[src/rtl/fsm_101_pkg.sv]
// fsm_101_pkg: shared types and constants for the "101" sequence detector family.
//   state_e     - sequence generator FSM states
//   PAT_101     - the detected bit pattern, oldest bit in the MSB
//   DEF_*       - default generator parameters
//   is_pat_101  - true when two history bits plus the new bit form PAT_101
package fsm_101_pkg;

    localparam int unsigned DEF_WIDTH = 16;
    localparam int unsigned DEF_CNT_W = 5;
    localparam int unsigned DEF_GAP   = 2;

    localparam logic [2:0] PAT_101 = 3'b101;

    typedef enum logic [1:0] {
        StIdle,
        StShift,
        StGap
    } state_e;

    // hist[1] is the older of the two previous bits.
    function automatic logic is_pat_101(input logic [1:0] hist, input logic new_bit);
        return {hist, new_bit} == PAT_101;
    endfunction

endpackage

[src/rtl/fsm_101_match_counter.sv]
// fsm_101_match_counter: counts overlapping "101" occurrences in a serial bit stream.
// Behaves as the reference twin of the Mealy detector: one increment per detector pulse.
//   clk        - system clock, rising edge
//   reset      - asynchronous, active-high reset
//   clear      - synchronous clear of history and count (start of a new word)
//   in_bit     - serial bit
//   bit_valid  - in_bit carries a payload bit this cycle
//   match_cnt  - registered count, updated the cycle after the completing bit
module fsm_101_match_counter
    import fsm_101_pkg::*;
#(
    parameter int unsigned CNT_W = DEF_CNT_W
) (
    input  logic             clk,
    input  logic             reset,
    input  logic             clear,
    input  logic             in_bit,
    input  logic             bit_valid,
    output logic [CNT_W-1:0] match_cnt
);

    logic [1:0]       hist_q, hist_d;
    logic [CNT_W-1:0] cnt_q, cnt_d;

    // A cleared history of 2'b00 can never look like the leading "10", so the first two
    // bits of a word cannot produce a false match.
    always_comb begin
        hist_d = hist_q;
        cnt_d  = cnt_q;
        if (clear) begin
            hist_d = 2'b00;
            cnt_d  = '0;
        end else if (bit_valid) begin
            hist_d = {hist_q[0], in_bit};
            if (is_pat_101(hist_q, in_bit)) begin
                cnt_d = cnt_q + CNT_W'(1);
            end
        end
    end

    always_ff @(posedge clk or posedge reset) begin
        if (reset) begin
            hist_q <= 2'b00;
            cnt_q  <= '0;
        end else begin
            hist_q <= hist_d;
            cnt_q  <= cnt_d;
        end
    end

    assign match_cnt = cnt_q;

endmodule

[src/rtl/fsm_101_seq_gen.sv]
// fsm_101_seq_gen: serial pattern transmitter for the fsm_101 detector.
// Captures a word and a bit length, shifts the bits out MSB-first one per clock, then
// inserts GAP idle cycles. Counts overlapping "101" occurrences in the emitted stream.
//   clk        - system clock, rising edge
//   reset      - asynchronous, active-high reset
//   start      - send request, sampled only while idle
//   data       - word; data[len-1] .. data[0] are sent
//   len        - bit count; 0 ignores the request, values above WIDTH clamp to WIDTH
//   out        - serial bit (0 when out_valid is low)
//   out_valid  - out carries a payload bit
//   busy       - high from the first bit through the last gap cycle
//   done       - one-cycle pulse in the cycle after the last bit
//   match_cnt  - "101" count for the current or most recent word
module fsm_101_seq_gen
    import fsm_101_pkg::*;
#(
    parameter int unsigned WIDTH = DEF_WIDTH,
    parameter int unsigned CNT_W = DEF_CNT_W,
    parameter int unsigned GAP   = DEF_GAP
) (
    input  logic             clk,
    input  logic             reset,
    input  logic             start,
    input  logic [WIDTH-1:0] data,
    input  logic [CNT_W-1:0] len,
    output logic             out,
    output logic             out_valid,
    output logic             busy,
    output logic             done,
    output logic [CNT_W-1:0] match_cnt
);

    localparam int unsigned GAP_W = (GAP > 1) ? $clog2(GAP) : 1;
    localparam logic [CNT_W-1:0] WIDTH_C = CNT_W'(WIDTH);

    state_e           state_q, state_d;
    logic [WIDTH-1:0] shreg_q, shreg_d;
    logic [CNT_W-1:0] idx_q, idx_d;
    logic [GAP_W-1:0] gap_q, gap_d;
    logic             out_q, out_d;
    logic             out_valid_q, out_valid_d;
    logic             busy_q, busy_d;
    logic             done_q, done_d;

    logic [CNT_W-1:0] len_clamped;
    logic [WIDTH-1:0] data_aligned;
    logic             accept;

    assign len_clamped  = (len > WIDTH_C) ? WIDTH_C : len;
    // Left-align the payload so the next bit to send is always shreg[WIDTH-1].
    assign data_aligned = data << (WIDTH_C - len_clamped);
    assign accept       = (state_q == StIdle) && start && (len != '0);

    always_comb begin
        state_d     = state_q;
        shreg_d     = shreg_q;
        idx_d       = idx_q;
        gap_d       = gap_q;
        out_d       = 1'b0;
        out_valid_d = 1'b0;
        busy_d      = 1'b0;
        done_d      = 1'b0;

        unique case (state_q)
            StIdle: begin
                if (accept) begin
                    // First bit goes out in the cycle right after the accept edge.
                    state_d     = StShift;
                    out_d       = data_aligned[WIDTH-1];
                    shreg_d     = data_aligned << 1;
                    idx_d       = len_clamped - CNT_W'(1);
                    out_valid_d = 1'b1;
                    busy_d      = 1'b1;
                end
            end
            StShift: begin
                busy_d = 1'b1;
                if (idx_q == '0) begin
                    state_d = StGap;
                    done_d  = 1'b1;
                    gap_d   = GAP_W'(GAP - 1);
                end else begin
                    out_d       = shreg_q[WIDTH-1];
                    shreg_d     = shreg_q << 1;
                    idx_d       = idx_q - CNT_W'(1);
                    out_valid_d = 1'b1;
                end
            end
            StGap: begin
                if (gap_q == '0) begin
                    state_d = StIdle;
                end else begin
                    gap_d  = gap_q - GAP_W'(1);
                    busy_d = 1'b1;
                end
            end
            default: begin
                state_d = StIdle;
            end
        endcase
    end

    always_ff @(posedge clk or posedge reset) begin
        if (reset) begin
            state_q     <= StIdle;
            shreg_q     <= '0;
            idx_q       <= '0;
            gap_q       <= '0;
            out_q       <= 1'b0;
            out_valid_q <= 1'b0;
            busy_q      <= 1'b0;
            done_q      <= 1'b0;
        end else begin
            state_q     <= state_d;
            shreg_q     <= shreg_d;
            idx_q       <= idx_d;
            gap_q       <= gap_d;
            out_q       <= out_d;
            out_valid_q <= out_valid_d;
            busy_q      <= busy_d;
            done_q      <= done_d;
        end
    end

    // Watches the registered serial output, so counts land one cycle after each bit.
    fsm_101_match_counter #(
        .CNT_W (CNT_W)
    ) u_match_counter (
        .clk       (clk),
        .reset     (reset),
        .clear     (accept),
        .in_bit    (out_q),
        .bit_valid (out_valid_q),
        .match_cnt (match_cnt)
    );

    assign out       = out_q;
    assign out_valid = out_valid_q;
    assign busy      = busy_q;
    assign done      = done_q;

endmodule
[config.mk]
export PLATFORM = sky130hd
export DESIGN_NAME = fsm_101_seq_gen
export DESIGN_NICKNAME = d
export VERILOG_FILES = /design/src/rtl/fsm_101_pkg.sv /design/src/rtl/fsm_101_match_counter.sv /design/src/rtl/fsm_101_seq_gen.sv
export SDC_FILE = /design/constraint.sdc
export NUM_CORES = 1
export LEC_CHECK = 0
export ABC_AREA = 0
export CAP_MARGIN = 20
export CORE_UTILIZATION = 40
export CTS_BUF_LIST = sky130_fd_sc_hd__clkbuf_8
export CTS_CLUSTER_SIZE = 24
export DETAILED_ROUTE_END_ITERATION = 6
export PLACE_DENSITY = 0.58
export SLEW_MARGIN = 10
export SYNTH_ARGS = -nofsm -noshare
export SYNTH_HDL_FRONTEND = slang
export SYNTH_SLANG_ARGS = --single-unit
[constraint.sdc]
create_clock -name clk -period 3.7 [get_ports clk]
set_clock_uncertainty 0.05 [all_clocks]
set_input_delay 0.37 -clock clk [delete_from_list [all_inputs] [get_ports clk]]
set_output_delay 0.37 -clock clk [all_outputs]
set_load 0.01 [all_outputs]
==> results.toml, run 1 <==
[status]
outcome = "finished, final reports clean"

[timing]
hold_viol_final = 0
hold_ws_ns = 0.438
slew_viol_final = 0
tns_ns = 0
final.period_utilization_pct = 79.4
rsz0062_at_grt = "no"
worst_pin_slew_ns = 0.683
worst_slack_ns = 0.761
timing.fmax_mhz = 340
setup_viol = 0
post-route-min-period_ns = 2.94
relSlewSlack_pct = 54.1

[floorplan]
io_pins = 33
coreArea_um2 = 6390
die_w_um = 83.4
die_y_um = 83.4
initial_core_util_pct = 41.5
row_count = 29
die-area_um2 = 6960

[critical_path]
end_kind = "flop"
crit_type = "in -> reg"
crit_buf_inv = 1
r2r_start = "idx_q[2]"
crit_path_cell_trace = "clkdlybuf4s50_1, nand2b_1, ha_1, mux2_2, a22oi_1, o21ai_0, o21ai_0, o311ai_0"
reg2reg_slack_ns = 1.47
cp_slowest_stage_delay_ns = 0.61
cpMaxStageDelayCell = "clkdlybuf4s50_1"
cpMostUsedCell = "o21ai_0"
cp.required_ns = 3.79
rr_endpoint = "shreg_q[13]"
worst-path-max-fanout = 14
crit_path_start_kind = "input port"
critPathTopFamily = "compound AO/OA/AOI/OAI gates"
rr_worst_depth = 7
crit_arrival_ns = 3.03

[synthesis]
syn_inst = 282
synth_edf_count = 0
ys_seq_elements = 34
yosysTopAreaCell = "dfrtp_1"
yosysTopAreaCellShare_pct = 32.1
syn_area_um2 = 2650
ys_types = 59
ys.flop_type = "dfrtp_1"
async_flop_share_pct = 100
yosysSeqAreaShare_pct = 32.1
syn_nets = 309
synthTopCellsByArea = "dfrtp_1, mux2i_1, nor2_1"
syn_area_per_cell_um2 = 9.41
ys_warn_count = 0

[power_and_ir_drop]
ir_worst_vdd_mv = 0.338
p_per_area_nw_per_um2 = 648
p_int_mw = 1.22
p_switching_mw = 0.838
clockPowerShare_pct = 16.7
pwr-share-comb_pct = 50.8
p_leak_nw = 1.30
swShare_pct = 40.7
pwr-share-seq_pct = 32.5

[placement]
routabilityCongestion = 0.853
pre_cts_ws_ns = 0.522
place.detailed.hpwl_mm = 5.12
io_buffers = 32
post_dp_cell_area_um2 = 3060

[flow_run]
cap_violations = 0

[clocking]
postCtsSetupBuffers = 0
clock_latency_ns = 0.28
cts_buffer_depth = 2
root_buffer = "clkbuf_8"
cts_resized = 0
cts_buffers = 5
cts_tree = "done"
clock-sinks = 34
postCtsHoldBufs = 0
worst_setup_hold_path_clk_slew_ns = 0.07
htree_num_levels = 2

[final_layout]
fin_area_um2 = 3180
drive_gt1_share_pct = 13.6
area_growth_pct = 19.8
fin_util_pct = 49.7
fin_nets = 343
antennaDiodeCount = 0

[drt]
firstDrtPassIters = 5
drtIter0Drc = 91
drt-total-wl_mm = 6.73
routed_via_density = 5.89
wl_per_cell_um = 17.1
antenna_left = 0
num_vias = 2313
drc_errors = 0

[global_route]
gr-total-overflow = 0
grt_pass1_wl_mm = 11.4
grt_max_degree = 35
grt_pass1_vias = 2246
grt_use_total_pct = 20.3
antenna_found_initial = 0

[hold_path]
min_path_type = "in -> async"
[worst max path at each step]
| stage | cells after the start | to | slack (ns) | startpoint |
|---|---|---|---|---|
| floorplan | 11 | shreg_q[11] | 1.01 | len[0] |
| global placement | 8 | shreg_q[3] | 0.57 | len[0] |
| detailed placement | 8 | shreg_q[15] | 0.52 | len[4] |
| CTS | 8 | shreg_q[15] | 0.84 | len[4] |
| global route | 7 | shreg_q[15] | 0.54 | len[4] |
| finish | 8 | shreg_q[15] | 0.76 | len[4] |
[layout by cell type, fill, tap and decap left out, types with 5 or more instances in the layout]
cell             netlist  final
dfrtp_1               34     34
clkdlybuf4s50_1        0     32
nor2_1                30     30
mux2i_1               24     24
nand2_1               22     22
a21oi_1               19     19
o21ai_0               14     14
buf_4                  0     12
a211oi_1               8      8
mux2_2                 8      8
clkbuf_8               0      6
nor2b_1                5      5
inv_1                  5      5
nand4_1                5      5
xor2_1                 5      5
a221oi_1               5      5
[routing by layer]
| layer | GRT usage, % | wire, µm | vias to the layer above |
|---|---|---|---|
| met5 | 0 | 0 | - |
| met4 | 6.47 | 131 | 0 |
| li1 | - | - | 1132 |
| met1 | 26.6 | 3150 | 1116 |
| met3 | 3.28 | 217 | 10 |
| met2 | 34.5 | 3230 | 55 |
[flip-flops by register name, indices dropped and copies added (netlist names), 2 cells and up]
register,cells
shreg_q,15
idx_q,5
u_match_counter.match_cnt,5
state_q,2
u_match_counter.hist_q,2
[power groups by stage]
| stage | Combinational (mW) | Clock (mW) | Sequential, mW |
|---|---|---|---|
| 6_report | 1.05 | 0.345 | 0.669 |
| 5_1_grt | 1.16 | 0.369 | 0.687 |
| 3_5_place_dp | 1.05 | 0 | 0.670 |
| 4_1_cts | 1.05 | 0.357 | 0.666 |
| 2_1_floorplan | 0.784 | 0 | 0.633 |
| 3_3_place_gp | 1.04 | 0 | 0.670 |
[worst register-to-register path: cells and delay by family (launching register included)]
family,cells,cell delay [ns]
DFF,1,0.41
and+or+nand+nor,2,0.85
buffers and inverters,2,0.34
AOI/OAI and AO/OA,3,0.46
[Yosys cell counts, drive strengths merged (2+ instances only)]
cell / instances
clkbuf: 9
nor2: 30
inv: 6
nand2b: 4
a22oi: 4
mux2i: 24
a211o: 3
nand3: 2
a31oi: 4
nand2: 22
and2: 2
a221oi: 5
o21bai: 2
ha: 3
a311oi: 2
nand4: 5
xor2: 5
mux2: 8
a31o: 2
a22o: 4
nor2b: 6
o31ai: 2
and4: 2
dfrtp: 34
a211oi: 8
o21a: 4
nor3: 5
o21ai: 14
buf: 8
xnor2: 3
mux4: 7
a21oi: 20
o211ai: 4
o22ai: 2
[stage by stage]
stage,instances,power [mW]
global placement,386,1.71
global route,393,2.22
detailed placement,386,1.72
floorplan,282,1.42
finish,393,2.06
CTS,393,2.07
[cell families (layout without fill, tap and decap cells)]
group / after synthesis / count (layout) / share of synthesized area (%)
multiplexers: 39 / 39 / 18.8
buffers and inverters: 23 / 57 / 4.43
flip-flops: 34 / 34 / 32.1
AO/OA/AOI/OAI: 85 / 85 / 23.0
adder cells (fa/ha/maj): 3 / 3 / 1.42
AND/OR/NAND/NOR: 90 / 90 / 17.6
XOR/XNOR: 8 / 8 / 2.64
[cell type report]
class	count	area, µm²
clock buffers	6	82.6
multi-input cells	225	1680
clock inverters	1	30.0
fillers	601	3210
repair buffers	44	410
well taps	77	96.3
flip-flops and latches	34	851
inverters	6	22.5
No activity file was read; power rests on OpenSTA's default activity.
==> inputs of run 2 (changes only) <==
--- a/config.mk
+++ b/config.mk
@@ -11,7 +11,7 @@
 export CTS_BUF_LIST = sky130_fd_sc_hd__clkbuf_8
 export CTS_CLUSTER_SIZE = 24
 export DETAILED_ROUTE_END_ITERATION = 6
-export PLACE_DENSITY = 0.58
+export PLACE_DENSITY = 0.6
 export SLEW_MARGIN = 10
 export SYNTH_ARGS = -nofsm -noshare
 export SYNTH_HDL_FRONTEND = slang
==> constraint.sdc (replaced) <==
create_clock -name clk -period 2.55 [get_ports clk]
set_clock_uncertainty 0.05 [all_clocks]
set_input_delay 0.255 -clock clk [delete_from_list [all_inputs] [get_ports clk]]
set_output_delay 0.255 -clock clk [all_outputs]
set_load 0.01 [all_outputs]
==> run 2 against run 1 <==
Hold slack got worse by 0.13 ns. Flip-flop and latch count unchanged. Final cell count increased by 7.9%. Combinational power is 59% higher. Global-route usage grew 1.1 points. Total power increased by 53%. Clock-buffer cell count stayed put. Sequential power is 45% higher. Clock power is 48% higher. Critical endpoint is now shreg_q[13]. Highest routed layer unchanged.
==> results.toml, run 2 (synthesized netlist as in run 1, its figures left out) <==
[timing]
relSlewSlack_pct = 61.0
hold_viol_final = 0
post-route-min-period_ns = 2.39
setup_viol = 0
worst_pin_slew_ns = 0.569
slew_viol_final = 0
rsz0062_at_grt = "yes"
final.period_utilization_pct = 93.9
timing.fmax_mhz = 418

[power_and_ir_drop]
p_leak_nw = 1.46
ir_worst_vdd_mv = 0.567
swShare_pct = 39.6
pwr-share-seq_pct = 30.8
p_int_mw = 1.90
p_per_area_nw_per_um2 = 917
p_switching_mw = 1.25
pwr-share-comb_pct = 53.0
clockPowerShare_pct = 16.2

[floorplan]
row_count = 29
coreArea_um2 = 6390
die_w_um = 83.4
io_pins = 33
initial_core_util_pct = 41.5
die_y_um = 83.4
die-area_um2 = 6960

[global_route]
grt_pass1_vias = 2396
grt_pass1_wl_mm = 12.0
grt_max_degree = 35
antenna_found_initial = 0
gr-total-overflow = 0
grt_use_total_pct = 21.5

[drt]
drc_errors = 0
antenna_left = 0
firstDrtPassIters = 4
drtIter0Drc = 155
num_vias = 2427
drt-total-wl_mm = 7.05
routed_via_density = 5.72
wl_per_cell_um = 16.6

[clocking]
cts_buffers = 5
postCtsSetupBuffers = 0
cts_tree = "done"
htree_num_levels = 2
cts_buffer_depth = 2
root_buffer = "clkbuf_8"
clock-sinks = 34
worst_setup_hold_path_clk_slew_ns = 0.07
clock_latency_ns = 0.29

[final_layout]
fin_util_pct = 53.7
antennaDiodeCount = 0
fillers = 583
fin_area_um2 = 3430
multi_input_area_um2 = 1690
final_common_cell = "buf_4"
fin_nets = 374
drive_gt1_share_pct = 21.9
largest-register = "shreg_q"
ff_latch_area_um2 = 851
area_growth_pct = 29.4
final_cell_mix = "buf_4, dfrtp_1, clkdlybuf4s50_1"
largest_register_ffs = 15

[critical_path]
cp.required_ns = 2.67
worst-path-max-fanout = 7
crit_arrival_ns = 2.51
crit_path_start_kind = "input port"
crit_type = "in -> reg"
end_kind = "flop"

[placement]
post_dp_cell_area_um2 = 3320
routabilityCongestion = 0.893
place.detailed.hpwl_mm = 5.41
io_buffers = 32

[hold_path]
min_path_type = "in -> async"

[status]
outcome = "finished, final reports clean"

[flow_run]
cap_violations = 0
## run 2: changes by cell type in the layout (fill, tap and decap cells not counted)
| cell | before | now |
|---|---|---|
| ha_2 | 0 | 1 |
| buf_4 | 12 | 42 |
| xor2_2 | 0 | 1 |
| xor2_1 | 5 | 4 |
| buf_12 | 0 | 1 |
| ha_1 | 3 | 2 |
## run 2: layout make-up
type	count	share of cell area, %
flip-flops and latches	34	24.8
well taps	77	2.81
clock inverters	1	0.875
inverters	6	0.656
repair buffers	75	19.1
multi-input cells	225	49.4
clock buffers	6	2.41
## run 2: final timing paths
kind	startpoint	end	slack (ns)	depth (start not counted)
max	len[4]	shreg_q[13]	0.16	9
min	reset	idx_q[3]	0.31	3
max reg2reg	state_q[1]	idx_q[4]	0.37	5
min reg2reg	shreg_q[7]	shreg_q[7]	0.47	2
max in group asynchronous	reset	shreg_q[15]	1.83	3
min in group clk	shreg_q[7]	shreg_q[7]	0.47	2
## run 2: critical path: stages
cell	delay, ns
clkdlybuf4s50_1	0.55
nand2b_1	0.19
ha_2	0.26
buf_4	0.18
mux2_2	0.34
a22oi_1	0.17
o21ai_0	0.14
a211oi_1	0.31
o31ai_1	0.12
## run 2: power groups by stage
stage	Clock (mW)	Combinational (mW)	Sequential, mW
2_1_floorplan	0	1.14	0.918
3_3_place_gp	0	1.65	0.965
3_5_place_dp	0	1.67	0.968
4_1_cts	0.518	1.67	0.964
5_1_grt	0.547	1.85	0.999
6_report	0.510	1.67	0.968
## run 2: layer usage
layer  global-route usage [%]  up-vias  part of all wire (%)
li1                         -     1200                     -
met1                     29.7     1160                    48
met2                     34.9       55                    47
met3                     2.88       12                   3.2
met4                     6.78        0                   1.8
met5                        0        -                     0
## run 2: metrics by stage
step / setup TNS [ns] / total power, mW / hold slack, ns / setup WS (ns) / instances
2_1_floorplan: 0 / 2.06 / 0.347 / 0.0154 / 282
3_3_place_gp: -0.550 / 2.62 / 0.442 / -0.147 / 417
3_5_place_dp: -1.10 / 2.64 / 0.459 / -0.173 / 417
4_1_cts: 0 / 3.15 / 0.321 / 0.119 / 424
5_1_grt: -0.0464 / 3.39 / 0.348 / -0.0464 / 424
6_report: 0 / 3.15 / 0.308 / 0.157 / 424
## run 2: what timing repair did
| item | CTS | global route |
|---|---|---|
| resized for setup | 0 | 1 |
| setup endpoints to repair | 0 | 3 |
| hold buffers | 0 | 0 |
